**src/rtl/restoring_divider.sv**
```systemverilog
// restoring_divider: sequential 8-bit / 4-bit restoring divider.
//   One restoring iteration per clock (8 iterations), then a fix-up cycle
//   that publishes the result. A zero divisor skips the iterations entirely.
//   Optional signed support is compiled in with RESTORING_DIVIDER_SIGNED_EN;
//   without it the sgn port is ignored and ovf is tied low.
// Ports:
//   clk        in   rising-edge clock
//   rst_n      in   asynchronous active-low reset
//   start      in   request, sampled only while idle
//   sgn        in   1 = two's-complement operands (signed build only)
//   dividend   in   [7:0] numerator, latched with start
//   divisor    in   [3:0] denominator, latched with start
//   quotient   out  [7:0] registered result, held until the next result
//   remainder  out  [3:0] registered result, held until the next result
//   busy       out  high while an operation is in progress
//   done       out  one-cycle pulse when the results update
//   dz         out  divide-by-zero flag, valid with done, held
//   ovf        out  signed overflow flag (-128 / -1), valid with done, held
module restoring_divider (
    input  logic       clk,
    input  logic       rst_n,
    input  logic       start,
    input  logic       sgn,
    input  logic [7:0] dividend,
    input  logic [3:0] divisor,
    output logic [7:0] quotient,
    output logic [3:0] remainder,
    output logic       busy,
    output logic       done,
    output logic       dz,
    output logic       ovf
);

    typedef enum logic [1:0] {
        IDLE = 2'd0,
        CALC = 2'd1,
        FIX  = 2'd2
    } state_t;

    state_t     state_r, state_nx_s;
    logic [2:0] cnt_r, cnt_nx_s;
    logic [7:0] quo_r, quo_nx_s;          // working quotient / shifting dividend
    logic [3:0] rem_r, rem_nx_s;          // partial remainder
    logic [3:0] dvs_r, dvs_nx_s;          // divisor magnitude
    logic [7:0] quotient_r, quotient_nx_s;
    logic [3:0] remainder_r, remainder_nx_s;
    logic       busy_r, busy_nx_s;
    logic       done_r, done_nx_s;
    logic       dz_r, dz_nx_s;
    logic [4:0] shift_s;
    logic [5:0] trial_s;

`ifdef RESTORING_DIVIDER_SIGNED_EN
    logic neg_q_r, neg_q_nx_s;            // quotient must be negated at fix-up
    logic neg_r_r, neg_r_nx_s;            // remainder takes the dividend's sign
    logic ovf_case_r, ovf_case_nx_s;      // operands were -128 / -1
    logic ovf_r, ovf_nx_s;

    function automatic logic [7:0] mag8(input logic [7:0] v, input logic en);
        return (en && v[7]) ? (8'd0 - v) : v;
    endfunction

    function automatic logic [3:0] mag4(input logic [3:0] v, input logic en);
        return (en && v[3]) ? (4'd0 - v) : v;
    endfunction
`else
    logic sgn_unused_s;
    assign sgn_unused_s = sgn;
`endif

    // Next-state, datapath and result computation for the divider FSM
    always_comb begin
        state_nx_s     = state_r;
        cnt_nx_s       = cnt_r;
        quo_nx_s       = quo_r;
        rem_nx_s       = rem_r;
        dvs_nx_s       = dvs_r;
        quotient_nx_s  = quotient_r;
        remainder_nx_s = remainder_r;
        busy_nx_s      = busy_r;
        done_nx_s      = 1'b0;
        dz_nx_s        = dz_r;
`ifdef RESTORING_DIVIDER_SIGNED_EN
        neg_q_nx_s     = neg_q_r;
        neg_r_nx_s     = neg_r_r;
        ovf_case_nx_s  = ovf_case_r;
        ovf_nx_s       = ovf_r;
`endif
        // Shifted partial remainder is at most 29, so a 6-bit difference
        // carries a clean sign bit for the trial subtraction.
        shift_s = {rem_r, quo_r[7]};
        trial_s = {1'b0, shift_s} - {2'b00, dvs_r};

        case (state_r)
            IDLE: begin
                if (start) begin
                    cnt_nx_s  = 3'd0;
                    busy_nx_s = 1'b1;
                    rem_nx_s  = 4'd0;
`ifdef RESTORING_DIVIDER_SIGNED_EN
                    quo_nx_s      = mag8(dividend, sgn);
                    dvs_nx_s      = mag4(divisor, sgn);
                    neg_q_nx_s    = sgn & (dividend[7] ^ divisor[3]);
                    neg_r_nx_s    = sgn & dividend[7];
                    ovf_case_nx_s = sgn & (dividend == 8'h80) & (divisor == 4'hF);
`else
                    quo_nx_s = dividend;
                    dvs_nx_s = divisor;
`endif
                    if (divisor == 4'd0) begin
                        state_nx_s = FIX;
                    end else begin
                        state_nx_s = CALC;
                    end
                end else begin
                    state_nx_s = IDLE;
                end
            end
            CALC: begin
                // A restore only happens when shift_s < divisor <= 15, and a
                // kept difference is below the divisor, so 4 bits suffice.
                if (trial_s[5]) begin
                    rem_nx_s = shift_s[3:0];
                    quo_nx_s = {quo_r[6:0], 1'b0};
                end else begin
                    rem_nx_s = trial_s[3:0];
                    quo_nx_s = {quo_r[6:0], 1'b1};
                end
                cnt_nx_s = cnt_r + 3'd1;
                if (cnt_r == 3'd7) begin
                    state_nx_s = FIX;
                end else begin
                    state_nx_s = CALC;
                end
            end
            FIX: begin
                if (dvs_r == 4'd0) begin
                    quotient_nx_s  = 8'hFF;
                    remainder_nx_s = 4'h0;
                    dz_nx_s        = 1'b1;
`ifdef RESTORING_DIVIDER_SIGNED_EN
                    ovf_nx_s       = 1'b0;
`endif
                end else begin
                    dz_nx_s = 1'b0;
`ifdef RESTORING_DIVIDER_SIGNED_EN
                    if (ovf_case_r) begin
                        quotient_nx_s  = 8'h80;
                        remainder_nx_s = 4'h0;
                        ovf_nx_s       = 1'b1;
                    end else begin
                        quotient_nx_s  = neg_q_r ? (8'd0 - quo_r) : quo_r;
                        remainder_nx_s = neg_r_r ? (4'd0 - rem_r) : rem_r;
                        ovf_nx_s       = 1'b0;
                    end
`else
                    quotient_nx_s  = quo_r;
                    remainder_nx_s = rem_r;
`endif
                end
                done_nx_s  = 1'b1;
                busy_nx_s  = 1'b0;
                state_nx_s = IDLE;
            end
            default: begin
                state_nx_s = IDLE;
                busy_nx_s  = 1'b0;
            end
        endcase
    end

    // State, datapath and output registers with asynchronous reset
    always_ff @(posedge clk or negedge rst_n) begin
        if (!rst_n) begin
            state_r     <= IDLE;
            cnt_r       <= 3'd0;
            quo_r       <= 8'd0;
            rem_r       <= 4'd0;
            dvs_r       <= 4'd0;
            quotient_r  <= 8'h00;
            remainder_r <= 4'h0;
            busy_r      <= 1'b0;
            done_r      <= 1'b0;
            dz_r        <= 1'b0;
`ifdef RESTORING_DIVIDER_SIGNED_EN
            neg_q_r     <= 1'b0;
            neg_r_r     <= 1'b0;
            ovf_case_r  <= 1'b0;
            ovf_r       <= 1'b0;
`endif
        end else begin
            state_r     <= state_nx_s;
            cnt_r       <= cnt_nx_s;
            quo_r       <= quo_nx_s;
            rem_r       <= rem_nx_s;
            dvs_r       <= dvs_nx_s;
            quotient_r  <= quotient_nx_s;
            remainder_r <= remainder_nx_s;
            busy_r      <= busy_nx_s;
            done_r      <= done_nx_s;
            dz_r        <= dz_nx_s;
`ifdef RESTORING_DIVIDER_SIGNED_EN
            neg_q_r     <= neg_q_nx_s;
            neg_r_r     <= neg_r_nx_s;
            ovf_case_r  <= ovf_case_nx_s;
            ovf_r       <= ovf_nx_s;
`endif
        end
    end

    assign quotient  = quotient_r;
    assign remainder = remainder_r;
    assign busy      = busy_r;
    assign done      = done_r;
    assign dz        = dz_r;
`ifdef RESTORING_DIVIDER_SIGNED_EN
    assign ovf       = ovf_r;
`else
    assign ovf       = 1'b0;
`endif

endmodule

```
**config.mk**
```make
export PLATFORM = sky130hd
export DESIGN_NAME = restoring_divider
export DESIGN_NICKNAME = d
export VERILOG_FILES = /design/src/rtl/restoring_divider.sv
export SDC_FILE = /design/constraint.sdc
export NUM_CORES = 1
export LEC_CHECK = 0
export ABC_AREA = 1
export CAP_MARGIN = 25
export CORE_ASPECT_RATIO = 1.75
export CORE_MARGIN = 2
export CORE_UTILIZATION = 55
export DETAILED_ROUTE_END_ITERATION = 10
export PLACE_DENSITY = 0.83
export SLEW_MARGIN = 5
export SYNTH_ARGS = -nofsm -noshare
export SYNTH_HDL_FRONTEND = slang
export SYNTH_SLANG_ARGS = --single-unit
```
**constraint.sdc**
```tcl
create_clock -name clk -period 2.4 [get_ports clk]
set_input_delay 0.48 -clock clk [delete_from_list [all_inputs] [get_ports clk]]
set_output_delay 0.48 -clock clk [all_outputs]
set_load 0.1 [all_outputs]
```
Word-level counts from Yosys, hierarchy flattened
Index checks and enable logic that the tools add are counted.
{ "totals": {"regBits": 36, "output_inout_bits": 16} }
{ "classes": {"addsub": 2, "eq_ne": 4, "muxes": 18, "bitwise": 1, "reduce_logical": 7} }
{ "op_table": {"columns": ["operator", "count"], "rows": [
  ["$mux 8", 2],
  ["$pmux 8 s2", 1],
  ["$mux 4", 3],
  ["$logic_not 4->1", 2],
  ["$pmux 4 s2", 1],
  ["$mux 2", 3],
  ["$pmux 3 s2", 1],
  ["$reduce_and 2->1", 3],
  ["$sub 5x4->6", 1],
  ["$mux 1", 4],
  ["$pmux 2 s2", 1],
  ["$add 3x1->3 const B", 1],
  ["$eq 3x3->1 const B", 1],
  ["$mux 3", 1],
  ["$eq 2x1->1 const B", 1],
  ["$eq 2x2->1 const B", 1],
  ["$logic_not 2->1", 1],
  ["$ne 2x2->1 const B", 1],
  ["$pmux 1 s2", 1],
  ["$reduce_bool 2->1", 1],
  ["$not 1->1", 1]
]} }

Longest topological paths before layout
Gate-level depths: netlist of the first run.
{ "depth": {"depth_word": 4, "depth_mapped": 9, "ltp_nobuf": 9} }

Least setup slack after synthesis of the first run
Ideal clock, no wire load.
{ "synth_path": {"path_type": "register to output", "start": "register quotient_r[0], in the netlist quotient[0]", "end": "output port quotient[0]", "arrival_ps": 898, "required_ps": 1920, "slack_ps": 1022, "path_stages_with_launch": 1, "path_cell_list": "dfrtp_1"} }
{ "synth_rtl": {"columns": ["item", "line_no", "source"], "rows": [
  ["from (decl)", "45", "logic [7:0] quotient_r, quotient_nx_s;"],
  ["from (signal assigned)", "197", "quotient_r <= quotient_nx_s;"],
  ["to (decl)", "26", "output logic [7:0] quotient,"]
]} }
No word-level cell between the ends.

Worst setup path after layout of the first run
{ "layout_path": {"start": "register state_r[0]", "end": "register cnt_r[1]"} }
{ "layout_via": {"elab_chain_len": 3} }
{ "layout_lines": {"columns": ["item", "line_no", "source"], "rows": [
  ["from (decl)", "40", "state_t state_r, state_nx_s;"],
  ["from (signal assigned)", "192", "state_r <= state_nx_s;"],
  ["$eq 2x1->1 or $logic_not 2->1 (tied branches)", "94", "case (state_r)"],
  ["$reduce_bool 2->1 (no source line) or $ne 2x2->1 (tied branches)", null, null],
  ["$reduce_and 2->1 (no source line)", null, null],
  ["to (signal assigned)", "193", "cnt_r <= cnt_nx_s;"],
  ["to (decl)", "41", "logic [2:0] cnt_r, cnt_nx_s;"]
]} }
Parallel ways exist; a longest one is shown, timed or not.
A chain may end at the register's enable or synchronous reset.

==> impl_metrics.py, run 1 <==
metrics = {
    "place": {
        "gp_congestion": 0.7849,
        "dp_hpwl_um": 2321,
        "dp.cells": 263,
        "portBuffers": 29,
        "placed_area_um2": 2029,
    },
    "global_route": {
        "grt_first_pass_wirelength_um": 5361,
        "grt_util_all_layers": 0.2058,
        "overflow": 0,
        "grt_max_degree": 37,
        "antenna_found_initial": 0,
        "grt_pass1_vias": 1260,
    },
    "min_path": {
        "hold_path_class": "register to register",
    },
    "routing": {
        "dr.pass1.iters": 4,
        "drtAntennaViolNets": 0,
        "route.vias.total": 1361,
        "drt_iter0_markers": 29,
        "drt-total-wl_um": 3162,
        "via_per_inst": 5.022,
        "post_drt_wl_per_cell_um": 11.67,
        "drc": 0,
    },
    "setup_path": {
        "crit_required_ps": 2580,
        "path_class": "register to register",
        "critPathSlowestCell": "dfrtp_1",
        "crit_path_cell_trace": "inv_2, nor2_4, inv_4, nand2_8, inv_2, a22o_1",
        "cp_max_fo": 16,
        "cp-start-kind": "register",
        "worst-path-buf-inv": 3,
        "cp_top_family": "simple AND/OR/NAND/NOR gates",
        "max_stage_delay_ps": 450,
        "crit_top_cell": "inv_2",
        "crit_arrival_ps": 1740,
        "endpoint_kind": "register",
    },
    "clocking": {
        "root_buffer": "clkbuf_8",
        "cts_htree_levels": 2,
        "cts_buffers": 5,
        "cts.sinks": 36,
        "clk_latency_ps": 290,
        "cts.path.max_buffers": 2,
        "post_cts_buffers": 0,
        "cts_tree": "yes",
        "cts.clk_slew.worst_paths_ps": 70,
        "cts_resized": 0,
        "cts_hold_buf": 0,
    },
    "die": {
        "rows": 27,
        "die_h_um": 78.63,
        "fp.dieW_um": 46.65,
        "fp.coreArea_um2": 3108,
        "die_area_um2": 3668,
        "pin_count": 32,
        "start_util": 0.5632,
    },
    "yosys": {
        "synthXorXnorAreaFrac": 0.005004,
        "synth_area_leaders": "dfrtp_1 51%, nand2_1 11%, inv_1 4.7%",
        "synthMuxAreaShare": 0,
        "synth_compound_gate_area_share": 0.1308,
        "synth_top_area_frac": 0.5147,
        "synth_warnings": 0,
        "syn_inst": 194,
        "yosys.area.top_type": "dfrtp_1",
        "synth_top_family_by_area": "simple AND/OR/NAND/NOR gates",
        "ys_types": 28,
        "ys_seq_area_frac": 0.5147,
        "syn_area_per_cell_um2": 9.023,
        "yosys.area_share.simple": 0.2073,
        "synthAdderAreaFrac": 0.05432,
        "syn-cell-area_um2": 1750,
        "synth_fp_nets": 217,
        "synth-seq-cells": 36,
    },
    "timing": {
        "finalMaxSlewViolations": 0,
        "rsz0062_at_grt": "false",
        "max_freq_mhz": 639.5,
        "final-setup-viol-count": 0,
        "min_period_ps": 1564,
        "fin_setup_tns_ps": 0,
        "fin_crit_sh": 0.6515,
        "skew_ps": 3.814,
        "final-hold-violation-count": 0,
    },
    "final_layout": {
        "fin_area_um2": 2120,
        "instances_no_fill": 271,
        "diodes": 0,
        "drive_gt1_frac": 0.1667,
        "fin_nets": 250,
        "fin_util": 0.6820,
        "area_growth_pct": 21.09,
    },
    "run_status": {
        "status": "finished clean",
    },
    "job": {
        "drv_cap": 0,
    },
}
-- logic make-up (layout without fill, tap and decap cells) --
family / after synthesis / in the layout
AO/OA/AOI/OAI: 36 / 36
XOR/XNOR: 1 / 1
adder cells (fa/ha/maj): 7 / 7
buffers and inverters: 33 / 67
flip-flops: 36 / 36
other: 1 / 1
AND/OR/NAND/NOR: 80 / 80
-- state kept, by name (all words and copies together), names as in the netlist --
name       cells
quo_r          8
done           1
dz             1
busy           1
rem_r          4
remainder      4
quotient       8
state_r        2
cnt_r          3
dvs_r          4
-- placed cells by master (no fill, tap or decap) --
| master | instances |
|---|---|
| nor2_4 | 2 |
| nor3_1 | 2 |
| inv_4 | 1 |
| a22o_1 | 2 |
| clkdlybuf4s50_1 | 14 |
| fa_1 | 1 |
| conb_1 | 1 |
| o21ai_0 | 13 |
| clkbuf_8 | 6 |
| nand2_1 | 49 |
| nor2_2 | 1 |
| inv_2 | 5 |
| buf_4 | 17 |
| nand4_2 | 1 |
| o21ai_1 | 2 |
| inv_1 | 22 |
| dfrtp_1 | 36 |
| o22ai_2 | 2 |
| o22ai_1 | 5 |
| xor2_1 | 1 |
| o21ai_2 | 2 |
| o211ai_1 | 5 |
| nand4_1 | 4 |
| nor2_1 | 14 |
| nand3_1 | 6 |
| nand2_8 | 1 |
| ha_1 | 6 |
| clkbuf_1 | 2 |
| a21oi_1 | 5 |
-- worst register-to-register path: stages (launching register included) --
cell	delay, ps
dfrtp_1	450
inv_2	70
nor2_4	340
inv_4	150
nand2_8	150
inv_2	110
a22o_1	190
-- synthesized netlist by cell type --
master	count
nand3_1	6
nand2_1	49
nand4_2	1
nor3_1	2
inv_2	5
inv_1	22
o21ai_2	2
fa_1	1
nand2_8	1
o22ai_2	2
o21ai_1	2
a22o_1	2
buf_12	1
buf_2	3
inv_4	1
o22ai_1	5
buf_4	1
nor2_4	2
o211ai_1	5
xor2_1	1
ha_1	6
nand4_1	4
o21ai_0	13
nor2_1	14
dfrtp_1	36
nor2_2	1
conb_1	1
a21oi_1	5
-- stage by stage --
stage | hold slack, ps | setup WS [ps]
after global placement | 464.6 | 710.5
after detailed placement | 467.2 | 696.6
after CTS | 479.5 | 832.9
final | 483.0 | 836.3
after floorplan | 184.4 | 1022
after global routing | 514.0 | 727.9
-- worst paths after layout --
| path | from | to | slack [ps] | depth (start not counted) |
|---|---|---|---|---|
| hold / removal | dz | dz | 480 | 2 |
| min in group asynchronous | rst_n | rem_r[1] | 600 | 2 |
| hold reg to reg | dz | dz | 480 | 2 |
| max in group asynchronous | rst_n | quo_r[4] | 1500 | 2 |
| setup / recovery | state_r[0] | cnt_r[1] | 840 | 6 |
| setup reg to reg | state_r[0] | cnt_r[1] | 840 | 6 |
-- area by class of cell --
type | instances | area (um^2)
clock buffer | 8 | 90.09
fill | 262 | 988.4
inverter | 28 | 107.6
multi-input combinational | 125 | 699.4
sequential | 36 | 900.9
tap | 43 | 53.80
timing repair buffer | 31 | 267.8
-- layer usage --
| metal | up-vias | track usage | part of all wire |
|---|---|---|---|
| met1 | 633 | 0.2348 | 0.41 |
| li1 | 695 | - | - |
| met2 | 26 | 0.3250 | 0.52 |
| met4 | 0 | 0.1167 | 0.028 |
| met3 | 7 | 0.06437 | 0.034 |
| met5 | - | 0 | 0 |
Power of run 1 is not shown: default switching activity piles up to over one toggle a cycle in this logic, so the estimate is an artifact.
==> run 2: changes to the inputs <==
Settings changed: CORE_UTILIZATION 55 to 46, PLACE_DENSITY 0.83 to 0.74.
Clock period 2.4 ns to 1.3 ns, I/O delays scaled along.
==> impl_metrics.py, run 2 (synthesis results as in run 1) <==
metrics = {
    "place": {
        "gp_congestion": 0.8292,
        "portBuffers": 29,
        "dp_hpwl_um": 2786,
    },
    "final_layout": {
        "diodes": 0,
        "area_growth_pct": 51.18,
        "drive_gt1_frac": 0.3333,
        "layout_commonest_cell": "nand2_1",
        "fin_nets": 274,
        "most-common-layout-cells": "44 x nand2_1, 35 x dfrtp_1, 24 x buf_4, 17 x inv_1, 17 x buf_12",
    },
    "routing": {
        "dr.pass1.iters": 5,
        "drt-total-wl_um": 3993,
        "drtAntennaViolNets": 0,
        "drt_iter0_markers": 29,
        "route.vias.total": 1525,
        "via_per_inst": 5.117,
        "post_drt_wl_per_cell_um": 13.40,
        "drc": 0,
    },
    "clocking": {
        "cts.path.max_buffers": 2,
        "cts_tree": "yes",
        "cts_htree_levels": 2,
        "cts.sinks": 36,
        "clk_latency_ps": 290,
        "cts.clk_slew.worst_paths_ps": 70,
        "root_buffer": "clkbuf_8",
        "cts_buffers": 5,
    },
    "setup_path": {
        "crit_arrival_ps": 1610,
        "startpoint": "dvs_r[0]",
        "endpoint_kind": "register",
        "cp-start-kind": "register",
        "r2r_start": "dvs_r[0]",
        "r2r_cells": 8,
        "cp_max_fo": 4,
        "crit_required_ps": 1480,
        "endpoint": "rem_r[2]",
        "path_class": "register to register",
        "crit_path_cell_trace": "ha_4, buf_4, inv_1, nand3_4, nand3_4, nand2_1, nand3_1, nand2_1",
        "max_stage_delay_ps": 420,
        "regToRegEndpoint": "rem_r[2]",
        "cp_top_family": "simple AND/OR/NAND/NOR gates",
        "worst-path-buf-inv": 2,
        "rrSetupSlack_ps": -130,
        "critPathSlowestCell": "dfrtp_1",
        "crit_cells": 8,
    },
    "run_status": {
        "status": "complete, but fails checks",
        "violations": "negative setup slack",
    },
    "global_route": {
        "grt_max_degree": 37,
        "grt_util_all_layers": 0.1980,
        "overflow": 0,
        "antenna_found_initial": 0,
        "grt_first_pass_wirelength_um": 6361,
        "grt_pass1_vias": 1446,
    },
    "timing": {
        "max_freq_mhz": 699.1,
        "rsz0062_at_grt": "true",
        "final-setup-viol-count": 4,
        "fin_setup_tns_ps": -372.1,
        "final-hold-violation-count": 0,
        "min_period_ps": 1430,
        "fin_crit_sh": 1.100,
        "finalMaxSlewViolations": 0,
        "skew_ps": 3.451,
        "setup_slack_ps": -130.4,
    },
    "die": {
        "die_area_um2": 4334,
        "die_h_um": 85.61,
        "fp.coreArea_um2": 3628,
        "fp.dieW_um": 50.63,
        "rows": 29,
        "pin_count": 32,
        "start_util": 0.4824,
    },
    "job": {
        "drv_cap": 0,
    },
    "min_path": {
        "hold_path_class": "input port to async pin",
    },
}
## run 2: worst min path at each step
stage / endpoint / cells after the start
final: rem_r[1] / 2
after global routing: rem_r[1] / 2
after CTS: rem_r[1] / 2
after detailed placement: cnt_r[0] / 1
after global placement: cnt_r[0] / 1
after floorplan: busy / 0
## run 2: layout make-up
cell class                      instances  area (um^2)
Clock buffer                            6        72.57
Tap cell                               46        57.56
Inverter                               28        107.6
Multi-Input combinational cell        125        810.8
Sequential cell                        36        902.1
Fill cell                             263        982.2
Clock inverter                          2        35.03
Timing Repair Buffer                   55        660.6
## run 2: metal layers
metal | part of all wire | track usage
met1 | 0.40 | 0.2169
met2 | 0.54 | 0.3385
met3 | 0.030 | 0.03659
met4 | 0.034 | 0.1351
met5 | 0 | 0
## run 2: per-stage QoR
step	utilization	hold WS [ps]	instances	cell area (um^2)	setup WS, ps
finish	0.7293	355.8	298	2646	-130.4
global route	0.7293	359.7	298	2646	-171.6
CTS	0.7138	356.3	297	2590	-95.10
detailed placement	0.6679	476.6	286	2424	-160.3
global placement	0.6679	478.6	286	2424	-132.8
floorplan	-	-35.59	194	1778	-16.04
## run 2: repair_timing
item	in CTS	in global routing
setup buffers	3	1
setup endpoints to repair	9	8
pin swaps	8	5
resized for setup	9	12
hold buffers	0	0
Power of run 2 is left out for the same reason.
==> run 3: changes to the inputs <==
Settings changed: MAX_ROUTING_LAYER set to met4.
==> impl_metrics.py, run 3 (synthesis results as in run 1) <==
metrics = {
    "routing": {
        "drtAntennaViolNets": 0,
        "dr.pass1.iters": 4,
        "drc": 0,
        "drt-total-wl_um": 3951,
        "drt_iter0_markers": 31,
        "via_per_inst": 5.124,
        "route.vias.total": 1527,
        "post_drt_wl_per_cell_um": 13.26,
    },
    "final_layout": {
        "diodes": 0,
        "multiInputGateArea_um2": 810.8,
        "fin_util": 0.7293,
        "fillers": 263,
        "drive_gt1_frac": 0.3333,
        "fin_nets": 274,
        "layout_commonest_cell": "nand2_1",
        "seqCellArea_um2": 902.1,
        "area_growth_pct": 51.18,
        "most-common-layout-cells": "44 x nand2_1, 35 x dfrtp_1, 24 x buf_4, 17 x inv_1, 17 x buf_12",
    },
    "clocking": {
        "cts.path.max_buffers": 2,
        "clk_latency_ps": 290,
        "root_buffer": "clkbuf_8",
        "cts.sinks": 36,
        "cts_buffers": 5,
        "cts.clk_slew.worst_paths_ps": 70,
        "cts_htree_levels": 2,
        "cts_tree": "yes",
        "cts_hold_buf": 0,
    },
    "die": {
        "die_h_um": 85.61,
        "fp.coreArea_um2": 3628,
        "start_util": 0.4824,
        "rows": 29,
        "pin_count": 32,
        "fp.dieW_um": 50.63,
        "die_area_um2": 4334,
    },
    "global_route": {
        "grt_first_pass_wirelength_um": 6354,
        "overflow": 0,
        "antenna_found_initial": 0,
        "grt_util_all_layers": 0.2038,
        "grt_max_degree": 37,
        "grt_pass1_vias": 1445,
    },
    "setup_path": {
        "crit_arrival_ps": 1610,
        "cp-start-kind": "register",
        "path_class": "register to register",
        "crit_required_ps": 1480,
        "cp_max_fo": 4,
        "endpoint_kind": "register",
    },
    "place": {
        "portBuffers": 29,
        "dp_hpwl_um": 2786,
        "gp_congestion": 0.8418,
    },
    "timing": {
        "final-setup-viol-count": 4,
        "rsz0062_at_grt": "true",
        "min_period_ps": 1428,
        "finalMaxSlewViolations": 0,
        "skew_ps": 3.146,
        "final-hold-violation-count": 0,
        "max_freq_mhz": 700.5,
        "fin_crit_sh": 1.098,
        "setup_slack_ps": -127.6,
    },
    "run_status": {
        "status": "complete, but fails checks",
        "violations": "negative setup slack",
    },
    "min_path": {
        "hold_path_class": "input port to async pin",
    },
    "job": {
        "drv_cap": 0,
    },
}
==> run 3: cell counts in the layout (fill, tap and decap cells not counted) <==
Identical to the previous run, type by type.
==> run 3: layer usage <==
metal  vias to the layer above  wire length [um]  GRT usage
li1                        745                 -          -
met1                       725              1553     0.2181
met2                        45              2145     0.3385
met3                        12               114    0.03484
met4                         0               137     0.1351
met5                         -                 0          -
==> run 3: through the flow <==
| stage | hold slack, ps | instances | TNS [ps] | area [um^2] | setup slack, ps |
|---|---|---|---|---|---|
| floorplan | -35.59 | 194 | -39.75 | 1778 | -16.04 |
| global placement | 478.6 | 286 | -1544 | 2424 | -132.8 |
| detailed placement | 476.6 | 286 | -1990 | 2424 | -160.3 |
| CTS | 356.3 | 297 | -212.0 | 2590 | -95.10 |
| global route | 359.7 | 298 | -640.5 | 2646 | -171.6 |
| finish | 356.9 | 298 | -352.3 | 2646 | -127.6 |
==> run 3: cell type report <==
class	count	share of cell area
clock buffer	6	0.02742
clock inverter	2	0.01324
inverter	28	0.04066
multi-input combinational	125	0.3064
sequential	36	0.3409
tap	46	0.02175
timing repair buffer	55	0.2496
==> run 3: worst paths after layout <==
kind | start | to | slack (ps) | cells past startpoint
max | dvs_r[0] | rem_r[2] | -130 | 8
min | rst_n | rem_r[1] | 360 | 2
max reg2reg | dvs_r[0] | rem_r[2] | -130 | 8
min reg2reg | cnt_r[0] | cnt_r[0] | 480 | 1
max in group asynchronous | rst_n | state_r[0] | 740 | 2
min in group clk | cnt_r[0] | cnt_r[0] | 480 | 1
==> run 3: timing repair <==
action	4_1_cts	5_1_grt
gates resized for setup	9	12
buffers inserted	3	1
setup endpoints to repair	9	8
pin swaps	8	5
==> run 3: worst max-delay path, stage by stage (launching register included) <==
cell	delay [ps]
dfrtp_1	420
ha_4	180
buf_4	120
inv_1	150
nand3_4	130
nand3_4	110
nand2_1	70
nand3_1	80
nand2_1	60
Power of run 3 is left out for the same reason.
